$ cat src/rtl/shared_mem_pkg.sv
// rtl/shared_mem_pkg.sv - shared scratchpad types and constants used by the per-port controllers
package shared_mem_pkg;

  localparam int ADDR_W = 24;
  localparam int BLK    = 5;

  typedef logic [ADDR_W-1:0] addr_t;

  typedef enum logic [2:0] {
    IDLE    = 3'd0,
    REQ_RD  = 3'd1,
    REQ_WR  = 3'd2,
    RD_WAIT = 3'd3,
    RESP    = 3'd4
  } mem_port_state_e;

endpackage

$ cat src/rtl/mem_port_ctrl.sv
// rtl/mem_port_ctrl.sv - per-processor front end: one load/store at a time into the shared scratchpad
module mem_port_ctrl
  import shared_mem_pkg::*;
#(
  parameter int BUS_SIZE  = 160,
  parameter int UNIT_SIZE = 32,
  parameter int ADDR_SIZE = 24,
  parameter int RD_LAT    = 1,
  parameter int CNT_W     = 16
) (
  input  logic                 i_clk,
  input  logic                 i_rst,
  input  logic                 i_cmd_valid,
  output logic                 o_cmd_ready,
  input  logic                 i_cmd_we,
  input  logic [ADDR_SIZE-1:0] i_cmd_addr,
  input  logic [BUS_SIZE-1:0]  i_cmd_wdata,
  input  logic [2:0]           i_cmd_wr_size,
  output logic                 o_rsp_valid,
  input  logic                 i_rsp_ready,
  output logic [BUS_SIZE-1:0]  o_rsp_rdata,
  output logic                 o_rsp_err,
  output logic                 o_req_rd,
  output logic                 o_req_wr,
  input  logic                 i_grant_rd,
  input  logic                 i_grant_wr,
  output logic [ADDR_SIZE-1:0] o_mem_addr,
  output logic [BUS_SIZE-1:0]  o_mem_wdata,
  output logic [2:0]           o_mem_wr_size,
  output logic                 o_mem_wr_en,
  input  logic [BUS_SIZE-1:0]  i_mem_rd_data,
  output logic [CNT_W-1:0]     o_stall_cnt
);

  localparam int UNITS = BUS_SIZE / UNIT_SIZE;
  localparam int LAT_W = $clog2(RD_LAT + 1);
  localparam logic [LAT_W-1:0] LAT_LOAD = LAT_W'(RD_LAT - 1);
  localparam logic [CNT_W-1:0] CNT_MAX  = '1;

  mem_port_state_e state, next_state;

  logic [ADDR_SIZE-1:0] addr_q;
  logic [BUS_SIZE-1:0]  wdata_q;
  logic [2:0]           size_q;
  logic [BUS_SIZE-1:0]  rdata_q;
  logic                 err_q;
  logic [LAT_W-1:0]     lat_cnt;
  logic [CNT_W-1:0]     stall_cnt;

  logic size_ok;
  logic accept;
  logic hit_rd;
  logic hit_wr;
  logic waiting;
  logic rd_capture;

  assign size_ok    = (i_cmd_wr_size != 3'd0) && (int'(i_cmd_wr_size) <= UNITS);
  assign accept     = i_cmd_valid && (state == IDLE);
  assign hit_rd     = (state == REQ_RD) && i_grant_rd;
  assign hit_wr     = (state == REQ_WR) && i_grant_wr;
  assign waiting    = ((state == REQ_RD) && !i_grant_rd) || ((state == REQ_WR) && !i_grant_wr);
  assign rd_capture = (state == RD_WAIT) && (lat_cnt == '0);

  always_comb begin
    next_state = state;
    case (state)
      IDLE: begin
        if (i_cmd_valid) begin
          if (!i_cmd_we)    next_state = REQ_RD;
          else if (size_ok) next_state = REQ_WR;
          else              next_state = RESP;
        end
      end
      REQ_RD:  if (i_grant_rd)      next_state = RD_WAIT;
      REQ_WR:  if (i_grant_wr)      next_state = RESP;
      RD_WAIT: if (lat_cnt == '0)   next_state = RESP;
      RESP:    if (i_rsp_ready)     next_state = IDLE;
      default:                      next_state = IDLE;
    endcase
  end

  always_ff @(posedge i_clk) begin
    if (i_rst) begin
      state     <= IDLE;
      addr_q    <= '0;
      wdata_q   <= '0;
      size_q    <= '0;
      rdata_q   <= '0;
      err_q     <= 1'b0;
      lat_cnt   <= '0;
      stall_cnt <= '0;
    end else begin
      state <= next_state;
      if (accept) begin
        addr_q  <= i_cmd_addr;
        wdata_q <= i_cmd_wdata;
        size_q  <= i_cmd_wr_size;
        rdata_q <= '0;
        err_q   <= i_cmd_we && !size_ok;
      end
      // grant cycle counts as cycle 0, so the counter starts at RD_LAT-1
      if (hit_rd)
        lat_cnt <= LAT_LOAD;
      else if ((state == RD_WAIT) && (lat_cnt != '0))
        lat_cnt <= lat_cnt - LAT_W'(1);
      if (rd_capture)
        rdata_q <= i_mem_rd_data;
      if (waiting && (stall_cnt != CNT_MAX))
        stall_cnt <= stall_cnt + CNT_W'(1);
    end
  end

  assign o_cmd_ready   = (state == IDLE);
  assign o_req_rd      = (state == REQ_RD);
  assign o_req_wr      = (state == REQ_WR);
  // a reset arriving with the grant must not leak a write strobe
  assign o_mem_wr_en   = hit_wr && !i_rst;
  assign o_rsp_valid   = (state == RESP);
  assign o_rsp_rdata   = rdata_q;
  assign o_rsp_err     = err_q;
  assign o_mem_addr    = addr_q;
  assign o_mem_wdata   = wdata_q;
  assign o_mem_wr_size = size_q;
  assign o_stall_cnt   = stall_cnt;

endmodule

$ cat config.mk
export PLATFORM = sky130hd
export DESIGN_NAME = mem_port_ctrl
export DESIGN_NICKNAME = d
export VERILOG_FILES = /design/src/rtl/shared_mem_pkg.sv /design/src/rtl/mem_port_ctrl.sv
export SDC_FILE = /design/constraint.sdc
export NUM_CORES = 1
export LEC_CHECK = 0
export BUFFER_PORTS_ARGS = -buffer_cell sky130_fd_sc_hd__buf_2
export CORE_AREA = 2 2 281 283
export DETAILED_ROUTE_END_ITERATION = 6
export DIE_AREA = 0 0 283 285
export SYNTH_ARGS = -nofsm -noshare
export SYNTH_HDL_FRONTEND = slang
export SYNTH_SLANG_ARGS = --single-unit
export TNS_END_PERCENT = 50
$ cat constraint.sdc
create_clock -name i_clk -period 2.3 [get_ports i_clk]
set_clock_uncertainty 0.1 [all_clocks]
set_input_delay 0.23 -clock i_clk [delete_from_list [all_inputs] [get_ports i_clk]]
set_output_delay 0.23 -clock i_clk [all_outputs]
set_load 0.01 [all_outputs]
==> impl_metrics.yaml <==
clocking:
  htreeDepth: 2
  clockBufferDepth: 3
  clock_latency_ps: 540
  clk_pin_slew_ps: 60
  root_buffer: "clkbuf_16"
  cts_setup_buffers: 0
  numCtsBuffers: 43
  cts.sinks: 368
  cts_tree: "done"
final_layout:
  nNetsFinal: 3054
  drive_gt1_frac: 0.311
  fillers: 8100
  layout_common_cells: "buf_2, nand2_1, dfxtp_1"
  fin_util: 0.297
  area_growth_pct: 72.6
  layout_commonest_cell: "buf_2"
  fin_area_um2: 23200
power:
  peakVddDrop_v: 0.000615
  p_total_uw: 18600
  p_per_area_nw_per_um2: 802
  leakagePower_uw: 0.0101
status:
  status: "completed"
logic_synthesis:
  syn_area_per_cell_um2: 8.03
  syn_area_um2: 13400
  synth_cells: 1673
  mappedNetlistNets: 2028
  yosysTopAreaCell: "dfxtp_1"
  synth_seq_cells: 368
  synth_area_leaders: "dfxtp_1, nand2_1, a21oi_1"
  synth_top_area_frac: 0.549
  yosysUniqueCellTypes: 46
  ys_warn_count: 0
  yosysSeqAreaShare: 0.549
route:
  vias: 15851
  finalWirelength_mm: 56.1
  avgViaCountPerCell: 4.19
  dr.pass1.iters: 6
  drc: 0
  antenna_left: 0
  wl_per_cell_um: 14.8
  drt_iter0_drc: 696
run:
  maxCapViolCount: 0
floorplanning:
  die_area_um2: 80700
  core_um2: 78000
  die_h_um: 285
  die_w_um: 283
  ioPinCount: 723
  start_util: 0.172
  placementRows: 103
placement:
  portBuffers: 722
  dpl.hpwl_mm: 36.8
  gp_congestion: 0.858
  placed_area_um2: 18300
grt:
  groute.usage.overall: 0.131
  grt_pass1_wl_mm: 85.4
  antenna_found_initial: 2
  grt_max_degree: 116
  overflow: 0
  grt_pass1_vias: 15461
sta:
  worst_pin_slew_ps: 565
  slew-limit-headroom: 0.623
  period_needed_ps: 2130
  finalHoldViolCount: 0
  fin_crit_sh: 0.927
  final-max-slew-violation-count: 0
  setup_viol: 0
  setup_tns_ps: 0
  fmax_mhz: 469
  rsz0062_at_grt: "no"
worst_setup_path:
  path_cells: "dlygate4sd3_1 -> buf_8 -> inv_1 -> and3_1 -> buf_2"
  cp-end-kind: "primary output"
  cp.required_ps: 1970
  crit_fanout: 55
  crit_arrival_ps: 1800
  rrSetupSlack_ps: 190
  cp-start-kind: "input pin"
  crit_type: "in2out"
  cpPeakStageDelay_ps: 570
  cp_slowest_cell: "dlygate4sd3_1"
worst_hold_path:
  hp-class: "in2reg"
-- cells by family after synthesis --
kind of cell               share of synthesized area
DFF                                            0.549
and+or+nand+nor                                0.244
buffers and inverters                         0.0526
adders and majority gates                   0.000931
AOI/OAI and AO/OA                              0.154
muxes                                       0.000745
-- registers in the layout, indices dropped and copies added, names as in the netlist --
name,count
o_mem_wdata,160
lat_cnt,1
o_rsp_rdata,160
o_stall_cnt,16
o_mem_wr_size,3
o_rsp_err,1
state,3
o_mem_addr,24
-- power by group --
part	leakage, µW	switching [µW]	internal (µW)
clock network	0.000686	2750	4050
logic	0.00640	2670	1800
registers	0.00299	334	6990
-- critical path: cells and delay by family --
| kind | cells | cell delay (ps) |
|---|---|---|
| and+or+nand+nor | 1 | 230 |
| buffers and inverters | 4 | 1320 |
-- per-stage QoR --
step / hold WS, ps / cells / setup WS [ps]
after floorplan: 266 / 1673 / 442
after global placement: 338 / 3352 / 251
after detailed placement: 343 / 3352 / 196
after CTS: 72.0 / 3781 / 37.7
after global routing: 96.4 / 3782 / 37.4
final: 71.0 / 3782 / 169
-- routing by layer --
layer  up-vias  GRT usage  routed length, µm
met5         -          0                 11
met4         2     0.0729               3120
li1       7672          -                  -
met2       698      0.223              26900
met1      7329      0.149              21900
met3       150     0.0330               4200
-- worst paths after layout --
kind | startpoint | to | depth (start not counted)
setup / recovery | i_rst | o_mem_wr_en | 5
hold / removal | i_cmd_valid | o_rsp_rdata[8] | 4
setup reg to reg | state[1] | o_rsp_rdata[87] | 5
hold reg to reg | o_mem_wdata[39] | o_mem_wdata[39] | 2
-- cells in the mapped netlist (all sizes together) --
library cell / instances
a31oi: 3
o22ai: 1
a311oi: 1
or4b: 2
o31a: 1
nand4: 5
dfxtp: 368
nor2b: 1
and4: 5
o41ai: 4
or2: 1
o211a: 1
or3: 2
nor3: 4
mux2i: 1
or4: 10
nor2: 9
o21ai: 2
o31ai: 9
o2111ai: 1
ha: 1
o21a: 1
a211o: 1
nor4: 2
and3: 2
and2: 4
clkbuf: 79
a21oi: 358
o211ai: 2
o311ai: 2
inv: 7
nor4b: 2
a211oi: 1
nand3: 169
buf: 63
o311a: 1
nand2: 544
nor3b: 2
o221a: 1
-- final cells by class --
class	count	area, µm²	share of cell area
multi-input combinational	1156	5380	0.232
timing repair buffer	1123	7700	0.332
tap	1050	1310	0.0567
antenna	1	2.50	0.000108
clock buffer	64	1230	0.0533
inverter	7	26.3	0.00113
clock inverter	13	155	0.00669
sequential	368	7370	0.318
-- repair_timing --
| item | in CTS | in global routing |
|---|---|---|
| gates resized for setup | 0 | 2 |
| hold buffers | 352 | 0 |
| endpoints found under the setup margin | 0 | 2 |
| endpoints found under the hold margin | 352 | 0 |
Power figures use the tool's default switching activity.
